`config.mk`:
```
export PLATFORM = sky130hd
export DESIGN_NAME = i2c_slave_control
export DESIGN_NICKNAME = d
export VERILOG_FILES = /design/src/rtl/i2c_pkg.sv /design/src/rtl/i2c_bus_sync.sv /design/src/rtl/i2c_slave_control.sv
export SDC_FILE = /design/constraint.sdc
export NUM_CORES = 1
export LEC_CHECK = 0
export ABC_AREA = 1
export BUFFER_PORTS_ARGS = -buffer_cell sky130_fd_sc_hd__buf_2
export CAP_MARGIN = 20
export CORE_MARGIN = 5
export CORE_UTILIZATION = 44
export DETAILED_ROUTE_END_ITERATION = 8
export GPL_ROUTABILITY_DRIVEN = 0
export SYNTH_ARGS = -nofsm -noshare
export SYNTH_HDL_FRONTEND = slang
export SYNTH_SLANG_ARGS = --single-unit
```
`constraint.sdc`:
```
create_clock -name Clk -period 3.4 [get_ports Clk]
set_input_delay 0.17 -clock Clk [delete_from_list [all_inputs] [get_ports Clk]]
set_output_delay 0.17 -clock Clk [all_outputs]
set_load 0.01 [all_outputs]
```
`src/rtl/i2c_pkg.sv`:
```
// Shared definitions for the I2C slave controller: FSM states, R/W bit values
// and the all-ones direction value that parks the memory between transfers.
package i2c_pkg;

  typedef enum logic [3:0] {
    IDLE,
    ADDR,
    ADDR_ACK,
    WR_BYTE,
    WR_ACK,
    RD_LOAD,
    RD_BYTE,
    RD_ACK,
    WAIT_STOP
  } i2c_state_e;

  localparam logic RW_WRITE = 1'b0;
  localparam logic RW_READ  = 1'b1;

  localparam int MAX_ADDRESSLENGTH = 16;
  localparam logic [MAX_ADDRESSLENGTH-1:0] IDLE_ADDRESS = '1;

endpackage

```
`src/rtl/i2c_bus_sync.sv`:
```
// Brings raw SCL/SDA into the Clk domain and turns them into single-cycle
// SCL edge strobes and START/STOP strobes.
module i2c_bus_sync (
  input  logic Clk,
  input  logic nReset,
  input  logic scl_i,
  input  logic sda_i,
  output logic sda_o,
  output logic scl_rise_o,
  output logic scl_fall_o,
  output logic start_o,
  output logic stop_o
);

  // [0] first sync stage, [1] synchronized level, [2] previous synchronized level
  logic [2:0] scl_q;
  logic [2:0] sda_q;

  always_ff @(posedge Clk) begin
    // NOTE: reset to the idle-bus level (high) so leaving reset never looks like an edge.
    if (!nReset) begin
      scl_q <= '1;
      sda_q <= '1;
    end else begin
      scl_q <= {scl_q[1:0], scl_i};
      sda_q <= {sda_q[1:0], sda_i};
    end
  end

  assign sda_o      = sda_q[1];
  assign scl_rise_o = scl_q[1] & ~scl_q[2];
  assign scl_fall_o = ~scl_q[1] & scl_q[2];
  assign start_o    = scl_q[1] & scl_q[2] & sda_q[2] & ~sda_q[1];
  assign stop_o     = scl_q[1] & scl_q[2] & ~sda_q[2] & sda_q[1];

endmodule

```
`src/rtl/i2c_slave_control.sv`:
```
// Bit-level I2C slave: decodes address/R-W, shifts data bytes, drives ACK and
// read data on open-drain SDA, and pulses the byte memory once per bus byte.
module i2c_slave_control
  import i2c_pkg::*;
#(
  parameter int ADDRESSLENGTH = 7,
  parameter int SDA_HOLD      = 2
) (
  input  logic                     Clk,
  input  logic                     nReset,
  input  logic                     SclIn,
  input  logic                     SdaIn,
  output logic                     SdaDriveLow,
  output logic                     MemEnable,
  output logic                     MemRorW,
  output logic [ADDRESSLENGTH-1:0] MemDirection,
  output logic [7:0]               MemInput,
  input  logic [7:0]               MemOutput,
  input  logic                     MemAddressFound,
  output logic                     Busy
);

  localparam int RXW = (ADDRESSLENGTH + 1 > 8) ? ADDRESSLENGTH + 1 : 8;
  localparam int CW  = $clog2(RXW + 1);
  localparam int HW  = $clog2(SDA_HOLD + 1);
  localparam logic [CW-1:0] ADDR_BITS = CW'(ADDRESSLENGTH + 1);
  localparam logic [CW-1:0] DATA_BITS = CW'(8);
  localparam logic [ADDRESSLENGTH-1:0] DIR_IDLE = IDLE_ADDRESS[ADDRESSLENGTH-1:0];

  logic sda_s, scl_rise, scl_fall, start, stop;

  i2c_bus_sync u_sync (
    .Clk        (Clk),
    .nReset     (nReset),
    .scl_i      (SclIn),
    .sda_i      (SdaIn),
    .sda_o      (sda_s),
    .scl_rise_o (scl_rise),
    .scl_fall_o (scl_fall),
    .start_o    (start),
    .stop_o     (stop)
  );

  i2c_state_e               state_q, state_d;
  logic [RXW-2:0]           rx_q, rx_d;
  logic [7:0]               tx_q, tx_d;
  logic [CW-1:0]            bit_q, bit_d;
  logic [1:0]               step_q, step_d;
  logic                     ack_q, ack_d;
  logic                     rw_q, rw_d;
  logic [HW-1:0]            hold_q, hold_d;
  logic                     drive_q, drive_d;
  logic                     en_q, en_d;
  logic                     rorw_q, rorw_d;
  logic [ADDRESSLENGTH-1:0] dir_q, dir_d;
  logic [7:0]               din_q, din_d;
  logic                     busy_q, busy_d;

  logic [RXW-1:0] rx_shift;
  logic [CW-1:0]  bit_inc;
  logic           drive_upd;

  assign rx_shift  = {rx_q, sda_s};
  assign bit_inc   = bit_q + CW'(1);
  assign drive_upd = (hold_q == HW'(1));

  always_comb begin
    // NOTE: every _d starts from its register so no path through this block can infer a latch.
    state_d = state_q;
    rx_d    = rx_q;
    tx_d    = tx_q;
    bit_d   = bit_q;
    step_d  = step_q;
    ack_d   = ack_q;
    rw_d    = rw_q;
    hold_d  = hold_q;
    drive_d = drive_q;
    en_d    = 1'b0;
    rorw_d  = rorw_q;
    dir_d   = dir_q;
    din_d   = din_q;
    busy_d  = busy_q;

    if (scl_fall) begin
      hold_d = HW'(SDA_HOLD);
    end else if (hold_q != '0) begin
      hold_d = hold_q - HW'(1);
    end

    unique case (state_q)
      IDLE: ;

      ADDR: begin
        if (step_q == 2'd0) begin
          if (scl_rise) begin
            rx_d  = rx_shift[RXW-2:0];
            bit_d = bit_inc;
            if (bit_inc == ADDR_BITS) begin
              dir_d  = rx_shift[ADDRESSLENGTH:1];
              rw_d   = rx_shift[0];
              bit_d  = '0;
              step_d = 2'd1;
            end
          end
        end else if (step_q == 2'd1) begin
          step_d = 2'd2;
        end else begin
          step_d = 2'd0;
          if (MemAddressFound) begin
            state_d = ADDR_ACK;
            busy_d  = 1'b1;
          end else begin
            state_d = WAIT_STOP;
          end
        end
      end

      ADDR_ACK, WR_ACK: begin
        if (drive_upd && !ack_q) begin
          drive_d = 1'b1;
          ack_d   = 1'b1;
        end else if (scl_fall && ack_q) begin
          ack_d = 1'b0;
          bit_d = '0;
          if (state_q == ADDR_ACK && rw_q == RW_READ) begin
            state_d = RD_LOAD;
            rorw_d  = 1'b0;
            step_d  = 2'd0;
          end else begin
            state_d = WR_BYTE;
          end
        end
      end

      WR_BYTE: begin
        if (drive_upd) drive_d = 1'b0;
        if (step_q == 2'd1) begin
          en_d    = 1'b1;
          step_d  = 2'd0;
          state_d = WR_ACK;
        end else if (scl_rise) begin
          rx_d  = rx_shift[RXW-2:0];
          bit_d = bit_inc;
          if (bit_inc == DATA_BITS) begin
            din_d  = rx_shift[7:0];
            rorw_d = 1'b1;
            bit_d  = '0;
            step_d = 2'd1;
          end
        end
      end

      RD_LOAD: begin
        if (drive_upd) drive_d = 1'b0;
        unique case (step_q)
          2'd0:    begin en_d = 1'b1; step_d = 2'd1; end
          2'd1:    step_d = 2'd2;
          default: begin
            tx_d    = MemOutput;
            bit_d   = '0;
            step_d  = 2'd0;
            state_d = RD_BYTE;
            // Hold point already reached: present bit 7 now rather than wait a phase.
            if (hold_q <= HW'(1)) drive_d = ~MemOutput[7];
          end
        endcase
      end

      RD_BYTE: begin
        if (drive_upd) drive_d = ~tx_q[7];
        if (scl_fall) begin
          if (bit_q == CW'(7)) begin
            state_d = RD_ACK;
            bit_d   = '0;
          end else begin
            tx_d  = {tx_q[6:0], 1'b0};
            bit_d = bit_inc;
          end
        end
      end

      RD_ACK: begin
        if (drive_upd) drive_d = 1'b0;
        if (scl_rise) begin
          if (!sda_s) ack_d = 1'b1;
          else        state_d = WAIT_STOP;
        end else if (scl_fall && ack_q) begin
          ack_d   = 1'b0;
          state_d = RD_LOAD;
          rorw_d  = 1'b0;
          step_d  = 2'd0;
        end
      end

      WAIT_STOP: drive_d = 1'b0;

      default: state_d = IDLE;
    endcase

    // Bus conditions abort whatever byte is in flight.
    if (start || stop) begin
      state_d = start ? ADDR : IDLE;
      drive_d = 1'b0;
      busy_d  = 1'b0;
      dir_d   = DIR_IDLE;
      en_d    = 1'b0;
      bit_d   = '0;
      step_d  = 2'd0;
      ack_d   = 1'b0;
    end
  end

  always_ff @(posedge Clk) begin
    // NOTE: non-blocking assignments keep every register sampling the pre-edge values.
    if (!nReset) begin
      state_q <= IDLE;
      rx_q    <= '0;
      tx_q    <= '0;
      bit_q   <= '0;
      step_q  <= 2'd0;
      ack_q   <= 1'b0;
      rw_q    <= RW_WRITE;
      hold_q  <= '0;
      drive_q <= 1'b0;
      en_q    <= 1'b0;
      rorw_q  <= 1'b0;
      dir_q   <= DIR_IDLE;
      din_q   <= '0;
      busy_q  <= 1'b0;
    end else begin
      state_q <= state_d;
      rx_q    <= rx_d;
      tx_q    <= tx_d;
      bit_q   <= bit_d;
      step_q  <= step_d;
      ack_q   <= ack_d;
      rw_q    <= rw_d;
      hold_q  <= hold_d;
      drive_q <= drive_d;
      en_q    <= en_d;
      rorw_q  <= rorw_d;
      dir_q   <= dir_d;
      din_q   <= din_d;
      busy_q  <= busy_d;
    end
  end

  assign SdaDriveLow  = drive_q;
  assign MemEnable    = en_q;
  assign MemRorW      = rorw_q;
  assign MemDirection = dir_q;
  assign MemInput     = din_q;
  assign Busy         = busy_q;

endmodule

```
== Word level (Yosys, flattened, before mapping) ==
Index checks and enable logic that the tools add are counted.

* Input port bits: 13
* Output and inout port bits: 19
* Bits in registers: 54

* Magnitude comparators: 1
* Bitwise operators: 16
* Equality and inequality tests: 38
* Reduce and logical (&&, ||, !) cells: 33
* $add $sub $neg: 2
* Muxes and demuxes: 71

{| class="wikitable"
|+ Operators with widths
! cell !! count
|-
| 4-bit two-way mux || 22
|-
| 2-bit inequality test (second input constant) || 14
|-
| 4-bit case mux with 7 select lines || 1
|-
| 3-bit inequality test (second input constant) || 9
|-
| 2-bit two-way mux || 12
|-
| 8-bit two-way mux || 3
|-
| 7-bit two-way mux || 3
|-
| 4-bit by 3-bit == test with 1-bit output (second input constant) || 5
|-
| 1-bit two-way mux || 20
|-
| 4-bit case mux with 5 select lines || 1
|-
| 8-bit case mux with 2 select lines || 1
|-
| 4-bit AND reduction || 4
|-
| 5-bit nonzero test || 3
|-
| 7-bit case mux with 2 select lines || 1
|-
| 2-bit OR reduction || 6
|-
| 11-bit AND reduction || 1
|-
| 2-bit case mux with 5 select lines || 1
|-
| 2-bit nonzero test || 5
|-
| 1-bit NOT || 9
|-
| 9-bit AND reduction || 1
|-
| 4-bit by 2-bit == test with 1-bit output (second input constant) || 2
|-
| 4-bit == test (second input constant) || 2
|-
| 1-bit AND || 7
|-
| 7-bit AND reduction || 1
|-
| other kinds (22) || 27
|}

== Depth between registers and ports, before layout ==
* Depth after elaboration: 7
* Depth in mapped cells: 12

== By module ==
A second synthesis with hierarchy kept.

* Cell total of the unflattened synthesis: 393
* Area total of the unflattened synthesis: 2,625.0 um^2

{| class="wikitable"
|+ Modules (own cells, without submodules)
! module !! times used !! cells each !! area each (um^2)
|-
| i2c_slave_control || 1 || 366 || 2,426.1
|-
| i2c_bus_sync || 1 || 27 || 198.9
|}

== Worst setup path after synthesis ==
No wires, ideal clock.

* Kind: register -> register
* From: register bit_q[0]
* To: register tx_q[2]
* Setup slack: 1.964 ns
* Setup time: 0.119 ns
* Path buffers: 0
* Data arrival time: 1.316 ns
* Clock period less this slack: 1.436 ns
* Cell stages (with the launch flop): 10
* Data required time: 3.281 ns
* Cell sequence: dfxtp_1 -> ha_1 -> nand2_1 -> inv_1 -> nand2_1 -> nand2_4 -> a21oi_4 -> inv_2 -> o21ai_0 -> a21oi_1

* Word-level cells in the longest chain between the ends: 3

{| class="wikitable"
|+ Ends and longest elaborated chain
! what !! line !! text
|-
| start: declaration || i2c_slave_control.sv:47 || <nowiki>logic [CW-1:0] bit_q, bit_d;</nowiki>
|-
| start signal: assignment || i2c_slave_control.sv:234 || <nowiki>bit_q <= bit_d;</nowiki>
|-
| 4-bit by 3-bit == test with 1-bit output || i2c_slave_control.sv:172 || <nowiki>if (bit_q == CW'(7)) begin</nowiki>
|-
| 2-bit inequality test (no line) || n/a ||
|-
| 4-bit AND reduction (no line) || n/a ||
|-
| end signal: assignment || i2c_slave_control.sv:233 || <nowiki>tx_q <= tx_d;</nowiki>
|-
| end: declaration || i2c_slave_control.sv:46 || <nowiki>logic [7:0] tx_q, tx_d;</nowiki>
|}

Every way passes these cells.
A chain may end at the register's enable or synchronous reset.

== Worst setup path after layout ==
* From: register u_sync.scl_q[1]
* To: register rw_q

* Word-level cells in the longest chain between the ends: 2

{| class="wikitable"
|+ Ends and longest elaborated chain
! what !! line !! text
|-
| start: declaration || i2c_bus_sync.sv:16 || <nowiki>logic [2:0] scl_q;</nowiki>
|-
| start signal: assignment || i2c_bus_sync.sv:25 || <nowiki>scl_q <= {scl_q[1:0], scl_i};</nowiki>
|-
| 1-bit AND || i2c_bus_sync.sv:31 || <nowiki>assign scl_rise_o = scl_q[1] & ~scl_q[2];</nowiki>
|-
| 4-bit AND reduction (no line) || n/a ||
|-
| end signal: assignment || i2c_slave_control.sv:237 || <nowiki>rw_q <= rw_d;</nowiki>
|-
| end: declaration || i2c_slave_control.sv:50 || <nowiki>logic rw_q, rw_d;</nowiki>
|}

Every way passes these cells.

==> Flow_metrics.wiki <==
{| class="wikitable"
! Metric !! Value
|-
| Setup TNS || 0 ns
|-
| Layout Nets || around 440
|-
| H-tree depth reported by CTS || 2
|-
| Placed Instances || about 500
|-
| Xor and xnor fraction of the mapped netlist area || 0.00326
|-
| Detailed-route DRC error count || 0
|-
| Outcome || completed
|-
| GR Util All Layers || 0.183
|-
| Top Family by Delay on Critical Path || simple AND/OR/NAND/NOR gates
|-
| Floorplan core area || about 5900 um2
|-
| Worst hold path class || primary input to flip-flop
|-
| Vias per cell || 5.04
|-
| Total of max-cap violations || 0
|-
| Data arrival time of the critical path || ~2.1 ns
|-
| Number of flops mapped to enable cells by yosys || 0
|-
| First-pass GRT wire length || approximately 11 mm
|-
| Buffers on Ports || 31
|-
| Final critical path time including I/O delays and setup || ~1.8 ns
|-
| Transition time at the pin with the least slew margin || about 0.52 ns
|-
| Proportion of power drawn by flip-flops and latches || 0.423
|-
| Share of async-settable or async-resettable flops after synthesis || 0
|-
| Total number of clock tree sinks || 54
|-
| Achievable Freq || approximately 550 MHz
|-
| Post-synthesis compound-gate area fraction || 0.152
|-
| Number of placement rows || 28
|-
| Switching part of the total || 0.368
|-
| Synthesized-area fraction occupied by adder cells || 0.00465
|-
| Leakage power summed over all cells || about 1.4 nW
|-
| Biggest area contributors in the synthesized netlist || sky130_fd_sc_hd__dfxtp_1 (40%), sky130_fd_sc_hd__nand2_1 (12%), sky130_fd_sc_hd__nor2_1 (7.4%), sky130_fd_sc_hd__nand3_1 (6.1%), sky130_fd_sc_hd__inv_1 (5.4%)
|-
| Cell at the slowest stage of the critical path || sky130_fd_sc_hd__dfxtp_1
|-
| Proportion of netlist area held by the largest area contributor || 0.402
|-
| Final antenna-violating net count || 0
|-
| Dpl hpwl || roughly 5.0 mm
|-
| Largest fanout of any net on the critical path || 9
|-
| Critical path startpoint category || flip-flop
|-
| Final worst-path cycle share || 0.534
|-
| ANT cells || 0
|-
| Most used DFF post-synth || sky130_fd_sc_hd__dfxtp_1
|-
| Hold buffers post-CTS || 0
|-
| Share of total power in the clock network || 0.258
|-
| Register Area || 1080 um2
|-
| Internal power || 1.09 mW
|-
| Antenna violations before repair || 0
|-
| Yosys top cell by area || sky130_fd_sc_hd__dfxtp_1
|-
| Die Area || slightly below 8000 um2
|-
| Synth Area per Inst || 6.84 um2
|-
| Die Height || between 80 and 90 um
|-
| Final slew viol count || 0
|-
| First-pass DRT Iterations || 4
|-
| Multiplexer share of the synthesized area || 0
|-
| Number of library cell types mapped by synthesis || 33
|-
| Cell breakdown of the critical path || nand2_2 -> inv_2 -> nand3_1 -> nor3_1 -> nand2_2 -> clkinv_2 -> o21ai_1 -> a21oi_1
|-
| Area fraction in and, or, nand and nor cells after synthesis || 0.354
|-
| Maximum clock skew at final layout || about 0.0065 ns
|-
| Commonest non-fill, non-tap cell in the layout || sky130_fd_sc_hd__nand2_1
|-
| Count of state elements after synthesis || 54
|-
| Delay contributed by the slowest stage of the critical path || 0.42 ns
|-
| Number of setup violations in the final report || 0
|-
| Net switching power || 638 uW
|-
| Post-Synthesis Cell Area || between 2000 and 3000 um2
|-
| Number of gates given a new drive strength after cts || 0
|-
| Hold violation count in the final report || 0
|-
| Top library cells by usage in the layout, fill and taps aside || sky130_fd_sc_hd__nand2_1 (89), sky130_fd_sc_hd__dfxtp_1 (54), sky130_fd_sc_hd__nor2_1 (53)
|-
| Critical Setup Path Class || flip-flop to flip-flop
|-
| Maximum number of pins on one net before global-route repair || 32
|-
| Detailed-route wire length per cell || 13.1 um
|-
| Main combinational cell family by area after synthesis || simple AND/OR/NAND/NOR gates
|-
| Number of top-level pins || 32
|-
| Clock tree from TritonCTS || done
|-
| Peak ir drop on the vdd network || between 0.2 and 0.3 mV
|-
| Multi-input combinational cell area || around 1400 um2
|-
| Sequential cell area fraction in the yosys report || 0.402
|-
| Total power draw || between 1.5 and 2 mW
|-
| Worst endpoint required time || 3.65 ns
|-
| Clock slew seen by the registers of the worst setup and hold paths || ~0.1 ns
|-
| Fill cell instance count of the final layout || ~620
|-
| Buffering stage count on the worst path with inverters included || 2
|-
| Number of standard cells in the layout, taps in and fillers out || ~500
|-
| Normalized max-slew margin || 0.652
|-
| Clock insertion delay at the later pin of the skew report || about 0.31 ns
|-
| Die Wd || ~90 um
|-
| Total nets after synthesis || 407
|-
| Setup fix buffers added after clock tree synthesis || 0
|-
| Cell with the most instances on the worst path || sky130_fd_sc_hd__nand2_2
|-
| Vias in the first global route || roughly 2400
|-
| Ratio of cells with drive above 1 in the final layout || 0.190
|-
| Post-detailed-routing wire length || between 6 and 7 mm
|-
| Clk Tree Root Cell || sky130_fd_sc_hd__clkbuf_8
|-
| Total number of yosys warnings || 0
|-
| Setup repair after global routing missed its margin || false
|-
| Aggregate global routing overflow || 0
|-
| Initial DRC count || ~150
|-
| Area Growth Syn to Fin || 12.7%
|-
| Starting density of the core || 0.454
|-
| Combinational share of power || 0.319
|-
| Number of buffers on the longest clock path || 2
|-
| Endpoint kind of the worst setup timing path || flip-flop
|-
| Cell Pwr Density || around 570 nW/um2
|-
| Via count || 2526
|-
| Cell count after synthesis || 393
|-
| Cts bufs inserted || 5
|}
-- through the flow --
stage          utilization  cell area (um2)  setup slack [ns]  hold slack [ns]
6_report             0.512             3030              1.58           0.0357
3_3_place_gp         0.492             2910              1.54            0.357
3_5_place_dp         0.492             2910              1.63            0.358
2_1_floorplan            -             2690              1.96            0.277
4_1_cts              0.512             3030              1.59           0.0310
5_1_grt              0.512             3030              1.41           0.0515
-- metal layers --
| layer | vias to the layer above | part of all wire | global-route usage |
|---|---|---|---|
| met2 | 67 | 0.45 | 0.297 |
| met1 | 1125 | 0.47 | 0.243 |
| li1 | 1321 | - | - |
| met4 | 0 | 0.020 | 0.0536 |
| met5 | - | 0 | 0 |
| met3 | 13 | 0.065 | 0.0433 |
-- cell type report --
class | instances | area share
Clock inverter | 3 | 0.0161
Clock buffer | 5 | 0.0227
Multi-Input combinational cell | 281 | 0.456
Timing Repair Buffer | 32 | 0.0537
Sequential cell | 54 | 0.357
Tap cell | 75 | 0.0310
Inverter | 51 | 0.0640
-- state kept, by name, indices dropped and copies added (netlist names), 2 cells and up --
name	count
hold_q	2
u_sync.sda_q	3
MemDirection	7
state_q	4
MemInput	8
tx_q	8
step_q	2
u_sync.scl_q	3
rx_q	7
bit_q	4
-- synth_stat cells, types with 2 or more instances --
library cell               instances
sky130_fd_sc_hd__nand3_2           2
sky130_fd_sc_hd__o211a_1           3
sky130_fd_sc_hd__o21ai_0          29
sky130_fd_sc_hd__o21ai_1           5
sky130_fd_sc_hd__clkinv_2          2
sky130_fd_sc_hd__clkbuf_1          2
sky130_fd_sc_hd__nor2_1           53
sky130_fd_sc_hd__buf_2             5
sky130_fd_sc_hd__nand2_2           8
sky130_fd_sc_hd__nand2_1          89
sky130_fd_sc_hd__inv_2            10
sky130_fd_sc_hd__a21oi_1          26
sky130_fd_sc_hd__o21a_1            2
sky130_fd_sc_hd__or2_2             4
sky130_fd_sc_hd__nor2_2            5
sky130_fd_sc_hd__dfxtp_1          54
sky130_fd_sc_hd__nand2_4           3
sky130_fd_sc_hd__nor2_4            4
sky130_fd_sc_hd__o211ai_1          2
sky130_fd_sc_hd__nand3_1          33
sky130_fd_sc_hd__inv_1            39
sky130_fd_sc_hd__nor4_1            2
-- logic make-up (layout without fill, tap and decap cells) --
| group | Yosys count | after routing |
|---|---|---|
| buffers and inverters | 58 | 91 |
| adders and majority gates | 1 | 1 |
| DFF | 54 | 54 |
| xor gates and xnor gates | 1 | 1 |
| AOI/OAI and AO/OA | 72 | 72 |
| and+or+nand+nor | 207 | 207 |
-- worst paths after layout --
kind / startpoint / endpoint / slack (ns) / cells past startpoint
worst max-delay path: u_sync.scl_q[1] / rw_q / 1.58 / 8
worst min-delay path: SclIn / u_sync.scl_q[0] / 0.04 / 2
worst max register to register: u_sync.scl_q[1] / rw_q / 1.58 / 8
worst min register to register: u_sync.sda_q[0] / u_sync.sda_q[1] / 0.42 / 1
-- power by group through the flow --
| stage | combinational, mW | clock, mW | sequential (mW) |
|---|---|---|---|
| 6_report | 0.552 | 0.448 | 0.733 |
| 5_1_grt | 0.635 | 0.488 | 0.741 |
| 4_1_cts | 0.547 | 0.462 | 0.733 |
| 3_5_place_dp | 0.545 | 0 | 0.748 |
| 3_3_place_gp | 0.542 | 0 | 0.745 |
| 2_1_floorplan | 0.438 | 0 | 0.738 |
(Power assumes the default switching activity.)
